File: config.mk
export PLATFORM = sky130hd
export DESIGN_NAME = maze_loader
export DESIGN_NICKNAME = d
export VERILOG_FILES = /design/src/rtl/maze_loader.sv
export SDC_FILE = /design/constraint.sdc
export NUM_CORES = 1
export LEC_CHECK = 0
export CORE_UTILIZATION = 39
export CTS_CLUSTER_SIZE = 16
export DETAILED_ROUTE_END_ITERATION = 10
export PLACE_DENSITY = 0.59
export SLEW_MARGIN = 15
export SYNTH_ARGS = -nofsm -noshare
export SYNTH_HDL_FRONTEND = slang
export SYNTH_SLANG_ARGS = --single-unit
File: constraint.sdc
create_clock -name clk -period 2 [get_ports clk]
set_input_delay 0.2 -clock clk [delete_from_list [all_inputs] [get_ports clk]]
set_output_delay 0.2 -clock clk [all_outputs]
set_load 0.01 [all_outputs]
File: src/rtl/maze_loader.sv
// Fill stage for the rat-in-maze solver: row handshake in, one cell write per cycle out.
// Validates that entry and exit are open before starting the solver.
module maze_loader #(
   parameter int ROW_W = 4,
   parameter int COL_W = 4
) (
   input  logic                   clk,
   input  logic                   rst,
   input  logic                   load_req,
   input  logic [2**COL_W-1:0]    row_data,
   input  logic                   row_valid,
   output logic                   row_ready,
   output logic [ROW_W+COL_W-1:0] mem_loc,
   output logic                   mem_din,
   output logic                   mem_wr,
   output logic                   busy,
   output logic                   start,
   output logic                   err
);

   localparam int COLS = 2**COL_W;

   typedef enum logic [2:0] {
      S_IDLE,
      S_WAIT_ROW,
      S_WRITE,
      S_CHECK,
      S_START,
      S_FAIL
   } state_e;

   state_e                   state_q, state_d;
   logic [ROW_W-1:0]         row_q, row_d;
   logic [COL_W-1:0]         col_q, col_d;
   logic [COLS-1:0]          shift_q, shift_d;
   logic                     entry_q, entry_d;
   logic                     exit_q, exit_d;
   logic                     err_q, err_d;
   logic [ROW_W+COL_W-1:0]   loc_q, loc_d;
   logic                     din_q, din_d;

   logic last_col;
   logic last_row;
   logic first_cell;

   assign last_col   = &col_q;
   assign last_row   = &row_q;
   assign first_cell = (row_q == '0) && (col_q == '0);

   always_ff @(posedge clk) begin
      if (rst) begin
         state_q <= S_IDLE;
         row_q   <= '0;
         col_q   <= '0;
         shift_q <= '0;
         entry_q <= 1'b0;
         exit_q  <= 1'b0;
         err_q   <= 1'b0;
         loc_q   <= '0;
         din_q   <= 1'b0;
      end else begin
         state_q <= state_d;
         row_q   <= row_d;
         col_q   <= col_d;
         shift_q <= shift_d;
         entry_q <= entry_d;
         exit_q  <= exit_d;
         err_q   <= err_d;
         loc_q   <= loc_d;
         din_q   <= din_d;
      end
   end

   always_comb begin
      state_d = state_q;
      row_d   = row_q;
      col_d   = col_q;
      shift_d = shift_q;
      entry_d = entry_q;
      exit_d  = exit_q;
      err_d   = err_q;
      loc_d   = loc_q;
      din_d   = din_q;

      unique case (state_q)
         S_IDLE: begin
            if (load_req) begin
               state_d = S_WAIT_ROW;
               row_d   = '0;
               col_d   = '0;
               err_d   = 1'b0;
               entry_d = 1'b0;
               exit_d  = 1'b0;
            end
         end
         S_WAIT_ROW: begin
            if (row_valid) begin
               shift_d = row_data;
               col_d   = '0;
               state_d = S_WRITE;
            end
         end
         S_WRITE: begin
            // LSB of the shift register is always the cell at col_q
            shift_d = shift_q >> 1;
            col_d   = col_q + COL_W'(1);
            loc_d   = {row_q, col_q};
            din_d   = shift_q[0];
            if (first_cell)
               entry_d = shift_q[0];
            if (last_row && last_col)
               exit_d = shift_q[0];
            if (last_col) begin
               if (last_row) begin
                  state_d = S_CHECK;
               end else begin
                  row_d   = row_q + ROW_W'(1);
                  state_d = S_WAIT_ROW;
               end
            end
         end
         S_CHECK: begin
            if (entry_q || exit_q) begin
               err_d   = 1'b1;
               state_d = S_FAIL;
            end else begin
               state_d = S_START;
            end
         end
         S_START: state_d = S_IDLE;
         S_FAIL:  state_d = S_IDLE;
         default: state_d = S_IDLE;
      endcase
   end

   assign mem_wr    = (state_q == S_WRITE);
   assign mem_loc   = mem_wr ? {row_q, col_q} : loc_q;
   assign mem_din   = mem_wr ? shift_q[0] : din_q;
   assign row_ready = (state_q == S_WAIT_ROW);
   assign busy      = (state_q != S_IDLE);
   assign start     = (state_q == S_START);
   assign err       = err_q;

endmodule

After elaboration in Yosys (flattened, before gate mapping)

Index checks and enable logic that the tools add are counted.

Output and inout port bits: 14
Word-level logic and storage cells: 65
Register bits after elaboration: 39

Equality and inequality tests: 11
Muxes and demuxes: 23
Reduce and logical (&&, ||, !) cells: 20
Add/subtract/negate cells: 2

Operators by type and width:

| kind                                                | count |
|---|---|
| case mux 16 bit (2 select lines)                    | 1 |
| two-way mux 16 bit                                  | 1 |
| two-way mux 4 bit                                   | 4 |
| AND reduction 3 bit                                 | 5 |
| case mux 3 bit (4 select lines)                     | 1 |
| case mux 4 bit (3 select lines)                     | 1 |
| AND reduction 4 bit                                 | 3 |
| two-way mux 3 bit                                   | 3 |
| adder 4 x 1 -> 4 bit, second input constant         | 2 |
| logical NOT 4 bit                                   | 2 |
| two-way mux 8 bit                                   | 1 |
| != test 2 bit, second input constant                | 4 |
| case mux 4 bit (2 select lines)                     | 1 |
| equality test 3 x 2 -> 1 bit, second input constant | 2 |
| two-way mux 1 bit                                   | 6 |
| != test 2 x 1 -> 1 bit, second input constant       | 3 |
| case mux 1 bit (2 select lines)                     | 3 |
| nonzero test 2 bit                                  | 3 |
| nonzero test 3 bit                                  | 2 |
| equality test 3 x 1 -> 1 bit, second input constant | 1 |
| equality test 3 bit, second input constant          | 1 |
| logical NOT 3 bit                                   | 1 |
| logical AND 1 bit                                   | 2 |
| two-way mux 2 bit                                   | 1 |
| other kinds (2)                                     | 2 |

Longest topological paths before layout

Gate-level depths: netlist (run 1).

Depth after elaboration: 4
Depth in mapped cells: 7

Worst setup path before layout (run 1)

No wires, ideal clock.

Path type: reg2reg
Start: register state_q[2]
End: register loc_q[4]
Required time: 1,872 ps
Buffers on the path: 3
Setup time: 128 ps
Arrival: 1,430 ps
Period minus slack after synthesis: 1,558 ps
Setup slack: 442 ps
Cell stages (with the launch flop): 8
Cells stage by stage: dfxtp_1 > buf_6 > or3b_1 > buf_6 > buf_2 > nand2_1 > o21ai_0 > nor2b_1

Cells in the longest elaborated chain, start to end: 2

Ends and longest elaborated chain:

| element                      | line | text |
|---|---|---|
| from (decl)                  | 32   | `state_e state_q, state_d;` |
| from (signal assigned)       | 62   | `state_q <= state_d;` |
| equality test 3 x 2 -> 1 bit | n/a  |  |
| two-way mux 8 bit            | n/a  |  |
| named net mem_loc[4]         | 13   | `output logic [ROW_W+COL_W-1:0] mem_loc,` |
| to (signal assigned)         | 69   | `loc_q <= loc_d;` |
| to (decl)                    | 39   | `logic [ROW_W+COL_W-1:0] loc_q, loc_d;` |

The timed path passes the listed nets, and every way through them passes these cells.
A chain may end at the register's enable or synchronous reset.

Worst setup path after layout (run 1)

Start: register state_q[1]
End: output mem_wr

Cells in the longest elaborated chain, start to end: 1

Ends and longest elaborated chain:

| element                      | line | text |
|---|---|---|
| equality test 3 x 2 -> 1 bit | 136  | `assign mem_wr = (state_q == S_WRITE);` |
| to (decl)                    | 15   | `output logic mem_wr,` |

Every way passes these cells.

==> key figures, run 1 <==
Run status
  • Outcome: finished clean

STA
  • Final setup fails: 0
  • Final Hold Viols: 0
  • Layout Skew: 0.00300 ns
  • Final slew viol count: 0
  • TNS Setup: 0 ns
  • Minimum clock period after layout: ~1.9 ns
  • Fmax: 0.525 GHz
  • Least-Margin Pin Slew: 0.423 ns
  • Final worst path period share: roughly 95%
  • Worst rel slew slack: 71.1%
  • Final worst slack: 0.0947 ns
  • Unrepaired setup endpoints after global routing: false

Global route
  • First-pass GRT wire length: just under 7 mm
  • All-Layer GR Usage: between 10% and 20%
  • Largest net degree at the start of global routing: 40
  • Initial antenna violation count: 0
  • Congestion Overflow GR: 0
  • Vias in the first global route: 1469

Finish
  • Share of cells above drive strength 1: 9.77%
  • Antenna diodes: 0
  • Post-Layout Inst Area: 2360 um2
  • Area Overhead vs Synth: 26.9%
  • Most common cell after layout, fill and taps aside: dfxtp_1
  • Leading cell types in the layout, fill and taps excluded: 39 x dfxtp_1, 27 x nand2_1, 24 x nor2_1, 24 x clkdlybuf4s50_1, 17 x a211oi_1
  • Final core occ: 52.8%
  • Fin nets: 279

CTS
  • CTS clock-pin slew for the worst setup and hold paths: 0.07 ns
  • CTS tree: built
  • Cts bufs inserted: 5
  • H-tree depth: 2
  • Bufs on Longest Clock Path: 2
  • Worst-skew pair later-pin latency: about 0.28 ns
  • CTS sink cnt: 39
  • Root buffer cell: clkbuf_8

Logic synthesis
  • #FFs+latches synth: 39
  • Syn Std Cell Area: 1860 um2
  • Distinct cells, synth: 39
  • Synth Area per Inst: around 8.5 um2
  • Top cell type's share of synthesized area: about two fifths
  • Asr flop ratio synth: 0%
  • YS warnings: 0
  • Most used DFF post-synth: dfxtp_1
  • Net count after synthesis: 243
  • Number of flops mapped to enable cells by yosys: 0
  • Synth Instances: around 220
  • Synth area leader: dfxtp_1
  • Top post-synthesis cells by area: dfxtp_1 42%, mux2i_1 8.6%, a211oi_1 6.9%
  • Sequential cell area fraction in the yosys report: between 40% and 50%

Worst setup path
  • Startpoint types: flip-flop
  • Critical path's largest stage delay: 0.53 ns
  • Critical path buffers and inverters: 2
  • CP endpoint kind: primary output
  • WP depth: 3
  • CP required: approximately 1.8 ns
  • Critical Path, Cell by Cell: or3b_4, clkinv_4, clkdlybuf4s50_1
  • Worst Path Arrival: 1.71 ns
  • Critical path launch point: state_q[1]
  • R2R cell count: 6
  • RR Startpoint: state_q[2]
  • Crit Path Max Fanout: 6
  • Crit path max-delay cell type: clkdlybuf4s50_1
  • Top cell family by delay on the critical path: buffers and inverters
  • Crit path kind: reg2out

Min path
  • Worst Hold Class: reg2reg
  • Hold Crit Start: din_q
  • Hold depth: 2

Floorplanning
  • IO Pins: 34
  • Rows: 24
  • Die Span X: approximately 71 um
  • Die Span Y: 71.1 um
  • Total die area: between 5000 and 6000 um2
  • Starting Density: 41.6%
  • Core area: 4470 um2

Power
  • Leak: 0.919 nW
  • Logic gate share of total power: 15.5%
  • Int Pwr: roughly 0.0012 W
  • Switch share: 25.0%
  • Peak VDD IR: about 0.00032 V
  • Clock Power Share: 31.8%
  • PwrDens: ~670 nW/um2
  • Flop pwr share: 52.7%
  • Psw: 0.000394 W

Route
  • Initial drt markers: 44
  • Vias per cell: roughly 5.3
  • Drt first pass iters: 6
  • Routed len/inst: ~13 um
  • Final wirelength: 4.11 mm
  • Post-route ant nets: 0
  • Vias: 1618
  • DRC violations left: 0

Placement
  • RD Place Congestion: 0.820
  • Dpl ws: 0.0519 ns
  • Port bufs: 33
  • Post-DP HPWL: 2.68 mm
  • DP Area: 2260 um2

Job
  • # Max-Cap Violations: 0
-- synthesized netlist by cell type (all sizes together), types with 2 or more instances --
| master | n |
|---|---|
| nand2b | 3 |
| nor4 | 2 |
| nor2 | 24 |
| a31oi | 4 |
| nand2 | 28 |
| or2 | 2 |
| nand3b | 3 |
| dfxtp | 39 |
| mux2 | 2 |
| nand3 | 7 |
| nor2b | 5 |
| inv | 5 |
| a211oi | 17 |
| mux2i | 16 |
| nor3b | 3 |
| a21oi | 10 |
| o21ai | 11 |
| buf | 10 |
| nor3 | 2 |
| ha | 4 |
| or3 | 3 |
| clkbuf | 7 |
-- worst min-delay path, delay by kind of cell, from the launching register on --
family,cells,cell delay [ns]
compound gates,1,0.06
flops,1,0.30
simple gates,1,0.06
-- cell type report --
class,count,area (um2)
clock inverter,1,5.00
fill,457,2110
timing repair buffer,45,434
sequential,39,781
clock buffer,7,76.3
inverter,6,27.5
multi-input combinational,158,975
tap,52,65.1
-- through the flow --
step,total power [W],cells,hold WS (ns)
finish,0.00158,308,0.463
global placement,0.00109,297,0.455
detailed placement,0.00109,297,0.456
CTS,0.00159,308,0.466
floorplan,0.000992,219,0.395
global route,0.00165,308,0.493
-- flip-flops by register name, indices dropped and copies added (netlist names) --
name     cells
entry_q      1
din_q        1
state_q      3
row_q        4
col_q        4
loc_q        8
err          1
shift_q     16
exit_q       1
-- cell families (layout without fill, tap and decap cells) --
group | count (synthesis) | after routing | synth area share [%]
buffers and inverters | 23 | 59 | 6.51
adders and majority gates | 4 | 4 | 2.69
muxes | 18 | 18 | 9.80
AOI/OAI and AO/OA | 49 | 49 | 16.8
and+or+nand+nor | 86 | 87 | 22.3
DFF | 39 | 39 | 41.9
-- final timing paths --
| check | to | slack, ns |
|---|---|---|
| setup / recovery | mem_wr | 0.09 |
| hold / removal | din_q | 0.46 |
| setup reg to reg | shift_q[11] | 0.39 |
| hold reg to reg | din_q | 0.46 |
-- power groups by stage --
stage / registers, W / clock network, W / logic [W]
floorplan: 0.000842 / 0 / 0.000149
CTS: 0.000831 / 0.000515 / 0.000247
global route: 0.000835 / 0.000546 / 0.000270
detailed placement: 0.000847 / 0 / 0.000238
finish: 0.000831 / 0.000502 / 0.000245
global placement: 0.000847 / 0 / 0.000239
-- metal layers --
| metal | up-vias | routed length, um | GRT usage, % |
|---|---|---|---|
| met1 | 742 | 2090 | 23.3 |
| met5 | - | 0 | 0 |
| li1 | 843 | - | - |
| met3 | 5 | 131 | 3.42 |
| met2 | 28 | 1830 | 27.5 |
| met4 | 0 | 52 | 7.33 |
-- what timing repair did --
action / in CTS / in global routing
endpoints found under the setup margin: 10 / 0
hold endpoints to repair: 0 / 0
resized for setup: 14 / 0
hold buffers: 0 / 0
setup buffers: 2 / 0
Note: power is estimated with default switching activity, not from simulation.
==> run 2, diff against run 1 <==
--- a/config.mk
+++ b/config.mk
@@ -5,10 +5,10 @@
 export SDC_FILE = /design/constraint.sdc
 export NUM_CORES = 1
 export LEC_CHECK = 0
-export CORE_UTILIZATION = 39
+export CORE_UTILIZATION = 50
 export CTS_CLUSTER_SIZE = 16
 export DETAILED_ROUTE_END_ITERATION = 10
-export PLACE_DENSITY = 0.59
+export PLACE_DENSITY = 0.74
 export SLEW_MARGIN = 15
 export SYNTH_ARGS = -nofsm -noshare
 export SYNTH_HDL_FRONTEND = slang
==> constraint.sdc (replaced) <==
create_clock -name clk -period 2 [get_ports clk]
set_input_delay 0.4 -clock clk [delete_from_list [all_inputs] [get_ports clk]]
set_output_delay 0.4 -clock clk [all_outputs]
set_load 0.01 [all_outputs]
==> run 2 against run 1 <==
Effect of this change: largest cell class unchanged; critical path depth rose by 1; clock power rose by 3%; routed wire length fell by 2.1%.
==> key figures, run 2 (synthesis results as in run 1) <==
Worst setup path
  • R2R cell count: 5
  • Critical path buffers and inverters: 2
  • R2r setup slk: 0.28 ns
  • RR Startpoint: col_q[0]
  • Critical path's largest stage delay: between 0.4 and 0.5 ns
  • CP endpoint kind: primary output
  • Crit path kind: reg2out
  • Startpoint types: flip-flop
  • Top cell family by delay on the critical path: simple AND/OR/NAND/NOR gates
  • Critical Path, Cell by Cell: or3b_4, buf_4, o21ai_2, buf_2
  • Crit Path Max Fanout: 5
  • WP depth: 4
  • Worst Path Arrival: 1.54 ns
  • Critical path launch point: state_q[2]
  • Reg-to-Reg End: row_q[0]
  • CP required: about 1.6 ns
  • Crit path max-delay cell type: or3b_4
  • Crit path capture: mem_loc[0]

Power
  • Total power draw: 0.00160 W
  • Leak: 0.971 nW
  • Switch share: 25.7%
  • Psw: 0.000412 W
  • Logic gate share of total power: between 10% and 20%
  • Flop pwr share: a little over 50%
  • Clock Power Share: 32.3%
  • PwrDens: 665 nW/um2
  • Int Pwr: approximately 0.0012 W
  • Peak VDD IR: slightly below 0.0005 V

Global route
  • First-pass GRT wire length: 6.89 mm
  • Initial antenna violation count: 0
  • Congestion Overflow GR: 0
  • All-Layer GR Usage: 22.1%
  • Vias in the first global route: 1532
  • Largest net degree at the start of global routing: 40

Finish
  • Non-filler instance count after layout: 308
  • Fin nets: 285
  • Antenna diodes: 0
  • Most common cell after layout, fill and taps aside: dfxtp_1
  • Filler cell count: between 200 and 300
  • Max FFs per register: 16
  • Leading cell types in the layout, fill and taps excluded: 37 x dfxtp_1, 25 x nand2_1, 24 x nor2_1, 20 x clkdlybuf4s50_1, 17 x a211oi_1
  • Largest regs: shift_q: 16 flops, loc_q: 8 flops
  • Most flops, register: shift_q
  • Post-Layout Inst Area: 2400 um2
  • Share of cells above drive strength 1: 18.3%
  • Area Overhead vs Synth: 29.0%

Route
  • Initial drt markers: 66
  • Final wirelength: 4.02 mm
  • Routed len/inst: 13.0 um
  • Vias per cell: between 5 and 6
  • Vias: 1643
  • DRC violations left: 0
  • Drt first pass iters: 4
  • Post-route ant nets: 0

STA
  • Final setup fails: 0
  • Unrepaired setup endpoints after global routing: false
  • Final worst slack: 0.0577 ns
  • Final worst path period share: between 90 and 100%
  • TNS Setup: 0 ns
  • Layout Skew: approximately 0.0023 ns
  • Least-Margin Pin Slew: 0.351 ns
  • Worst rel slew slack: 76.0%
  • Minimum clock period after layout: 1.94 ns
  • Fmax: about 0.51 GHz
  • Final slew viol count: 0
  • Final Hold Viols: 0

Placement
  • Dpl ws: -0.161 ns
  • Port bufs: 33
  • Placed cell count: 293
  • RD Place Congestion: 0.800
  • Post-DP HPWL: 2.58 mm
  • DP Area: 2270 um2

Floorplanning
  • Die Span Y: 63.0 um
  • Starting Density: ~54%
  • Core area: about 3400 um2
  • Rows: 21
  • IO Pins: 34
  • Die Span X: 63.0 um
  • Total die area: about 4000 um2

CTS
  • CTS sink cnt: 39
  • Bufs on Longest Clock Path: 2
  • CTS clock-pin slew for the worst setup and hold paths: around 0.07 ns
  • Cts bufs inserted: 5
  • H-tree depth: 2
  • CTS tree: built
  • Worst-skew pair later-pin latency: just under 0.3 ns
  • Root buffer cell: clkbuf_8

Min path
  • Worst Hold Class: reg2reg

Job
  • # Max-Cap Violations: 0

Run status
  • Outcome: finished clean
run 2: power groups by stage:
stage	clock network, W	logic, W	registers (W)
after global routing	0.000565	0.000274	0.000835
after CTS	0.000525	0.000254	0.000830
final	0.000517	0.000252	0.000830
after detailed placement	0	0.000236	0.000847
after global placement	0	0.000236	0.000845
after floorplan	0	0.000149	0.000842
run 2: worst min-delay path, cell delays in order, from the launching register on:
cell	delay, ns
dfxtp_1	0.30
nand2_1	0.06
a21oi_1	0.06
run 2: what timing repair did:
action                                 in CTS  in global routing
pin swaps                                   1                  3
resized for setup                          44                 10
endpoints found under the hold margin       0                  0
setup endpoints to repair                  11                 10
buffers inserted                            6                  2
cloned                                      1                  0
hold buffers                                0                  0
run 2: worst min path at each step:
stage	slack (ns)	depth (start not counted)	from	endpoint
global route	0.50	2	loc_q[3]	loc_q[3]
floorplan	0.44	2	din_q	din_q
finish	0.47	2	loc_q[6]	loc_q[6]
CTS	0.47	2	loc_q[6]	loc_q[6]
detailed placement	0.46	2	loc_q[6]	loc_q[6]
global placement	0.45	2	loc_q[6]	loc_q[6]
run 2: stage by stage:
stage               hold WS (ns)  utilization [%]
floorplan                  0.444                -
global placement           0.453             65.9
detailed placement         0.457             65.9
CTS                        0.467             70.1
global route               0.498             69.8
finish                     0.466             69.8
run 2: area by class of cell:
type / count / area [um2] / area share (%)
inverter: 6 / 27.5 / 1.15
sequential: 39 / 783 / 32.6
clock inverter: 2 / 12.5 / 0.521
tap: 46 / 57.6 / 2.39
multi-input combinational: 158 / 991 / 41.2
timing repair buffer: 51 / 459 / 19.1
clock buffer: 6 / 72.6 / 3.02
run 2: metal layers:
| layer | up-vias | track usage [%] | share of wire (%) |
|---|---|---|---|
| li1 | 849 | - | - |
| met3 | 5 | 7.66 | 5.5 |
| met1 | 748 | 27.7 | 49 |
| met2 | 41 | 35.3 | 44 |
| met5 | - | 0 | 0 |
| met4 | 0 | 6.98 | 1.3 |
==> run 3, diff against run 2 <==
==> constraint.sdc (replaced) <==
create_clock -name clk -period 2.05 [get_ports clk]
set_input_delay 0.41 -clock clk [delete_from_list [all_inputs] [get_ports clk]]
set_output_delay 0.41 -clock clk [all_outputs]
set_load 0.01 [all_outputs]
==> run 3 against run 2 <==
Effect of this change: clock-buffer cell count did not move; via count fell by 0.37%; setup slack improved by 0.030 ns; sequential share of layout area fell by 0.53 points; combinational power fell by 2%; global-route usage fell by 0.056 points; critical endpoint unchanged.
==> key figures, run 3 (synthesis results as in run 1) <==
Worst setup path
  • Crit Path Max Fanout: 6
  • R2r setup slk: 0.28 ns
  • Crit path kind: reg2out
  • CP endpoint kind: primary output
  • Startpoint types: flip-flop
  • Reg-to-Reg End: row_q[0]
  • Worst Path Arrival: between 1.5 and 2 ns
  • CP required: 1.64 ns
  • R2R cell count: 5
  • RR Startpoint: col_q[0]

Global route
  • All-Layer GR Usage: between 20% and 30%
  • First-pass GRT wire length: just under 7 mm
  • Largest net degree at the start of global routing: 40
  • Congestion Overflow GR: 0
  • Initial antenna violation count: 0
  • Vias in the first global route: 1490

Finish
  • Post-Layout Inst Area: around 2400 um2
  • Max FFs per register: 16
  • Footprint of the multi-input gates: 985 um2
  • Share of cells above drive strength 1: 16.9%
  • Fin nets: roughly 280
  • Leading cell types in the layout, fill and taps excluded: 36 x dfxtp_1, 26 x nand2_1, 24 x nor2_1, 20 x clkdlybuf4s50_1, 17 x a211oi_1
  • FF+latch area: 785 um2
  • Antenna diodes: 0
  • Largest regs: shift_q: 16 flops, loc_q: 8 flops
  • Area Overhead vs Synth: 31.4%
  • Most flops, register: shift_q
  • Most common cell after layout, fill and taps aside: dfxtp_1
  • Filler cell count: 278
  • Final core occ: a little under three quarters

Route
  • Initial drt markers: between 100 and 150
  • Vias: about 1600
  • Top Metal Used: met4
  • Met2 WL post-DR: 1.85 mm
  • Post-route ant nets: 0
  • Drt first pass iters: 4
  • Vias per cell: about 5.3
  • WL met3: around 180 um
  • Routed len/inst: 13.3 um
  • Post-Route M1 WL: 1.99 mm
  • DRC violations left: 0
  • Final wirelength: 4.08 mm

Floorplanning
  • Rows: 21
  • Total die area: 3970 um2
  • Core area: 3440 um2
  • IO Pins: 34
  • Die Span Y: between 60 and 70 um
  • Die Span X: roughly 63 um
  • Starting Density: 54.1%

STA
  • Layout Skew: 0.00119 ns
  • Minimum clock period after layout: 1.96 ns
  • Final Hold Viols: 0
  • Final slew viol count: 0
  • Unrepaired setup endpoints after global routing: false
  • Fmax: 0.510 GHz
  • Final worst path period share: 95.7%
  • TNS Setup: 0 ns
  • Least-Margin Pin Slew: about 0.34 ns
  • Final setup fails: 0
  • Worst rel slew slack: 76.4%
  • Hold Slack: 0.466 ns

CTS
  • Bufs on Longest Clock Path: 2
  • Root buffer cell: clkbuf_8
  • H-tree depth: 2
  • Hold-fix buffers, CTS: 0
  • CTS sink cnt: 39
  • Worst-skew pair later-pin latency: 0.29 ns
  • CTS tree: built
  • Cts bufs inserted: 5
  • CTS clock-pin slew for the worst setup and hold paths: 0.07 ns

Power
  • Flop pwr share: 44.8%
  • Psw: 0.000403 W
  • Switch share: between 20% and 30%
  • Int Pwr: between 0.001 and 0.0015 W
  • Leak: 0.989 nW
  • Clock Power Share: 41.5%
  • PwrDens: 740 nW/um2
  • Logic gate share of total power: 13.7%
  • Peak VDD IR: 0.000724 V

Min path
  • Hold Crit Start: loc_q[6]
  • Worst Hold Class: reg2reg
  • Hold Path Sink: loc_q[6]
  • Hold depth: 2

Placement
  • Port bufs: 33
  • DP Area: 2270 um2
  • Post-DP HPWL: 2.62 mm
  • RD Place Congestion: approximately 0.8

Job
  • # Max-Cap Violations: 0

Run status
  • Outcome: finished clean
[run 3: metrics by stage]
stage,setup slack (ns),power [W],std cells
detailed placement,-0.125,0.00106,293
CTS,0.00215,0.00181,305
finish,0.0877,0.00181,306
global route,0.0286,0.00188,306
floorplan,0.317,0.000968,219
global placement,-0.107,0.00105,293
[run 3: worst max-delay path by stage]
stage | from | to | slack, ns
after floorplan | state_q[2] | mem_loc[7] | 0.32
after global placement | state_q[0] | mem_loc[5] | -0.11
after detailed placement | state_q[0] | mem_loc[5] | -0.12
after CTS | state_q[2] | mem_loc[5] | 0.002
after global routing | state_q[0] | mem_loc[7] | 0.03
final | state_q[0] | mem_loc[0] | 0.09
[run 3: power groups by stage]
stage          Clock (W)  Combinational (W)  Sequential [W]
2_1_floorplan          0           0.000146        0.000822
4_1_cts         0.000759           0.000244        0.000811
3_5_place_dp           0           0.000231        0.000826
3_3_place_gp           0           0.000230        0.000825
6_report        0.000753           0.000247        0.000811
5_1_grt         0.000795           0.000269        0.000816
[run 3: cell type report]
type	instances	share of cell area [%]
clock inverters	2	2.45
flip-flops and latches	39	32.1
well taps	46	2.35
multi-input cells	158	40.2
inverters	6	1.12
repair buffers	49	18.8
clock buffers	6	2.97
[run 3: layer usage]
metal / global-route usage (%) / up-vias
met1: 28.7 / 749
met5: 0 / -
met2: 34.5 / 34
met4: 9.59 / 0
li1: - / 847
met3: 5.29 / 7
[run 3: worst max-delay path: stages, from the launching register on]
cell,delay (ns)
dfxtp_2,0.34
or3b_4,0.46
buf_6,0.16
o21ai_2,0.15
clkbuf_2,0.16
[run 3: what timing repair did]
item / in CTS / in global routing
resized for setup: 39 / 10
setup endpoints to repair: 11 / 10
gates cloned: 1 / 0
pin swaps: 1 / 1
setup buffers: 3 / 2
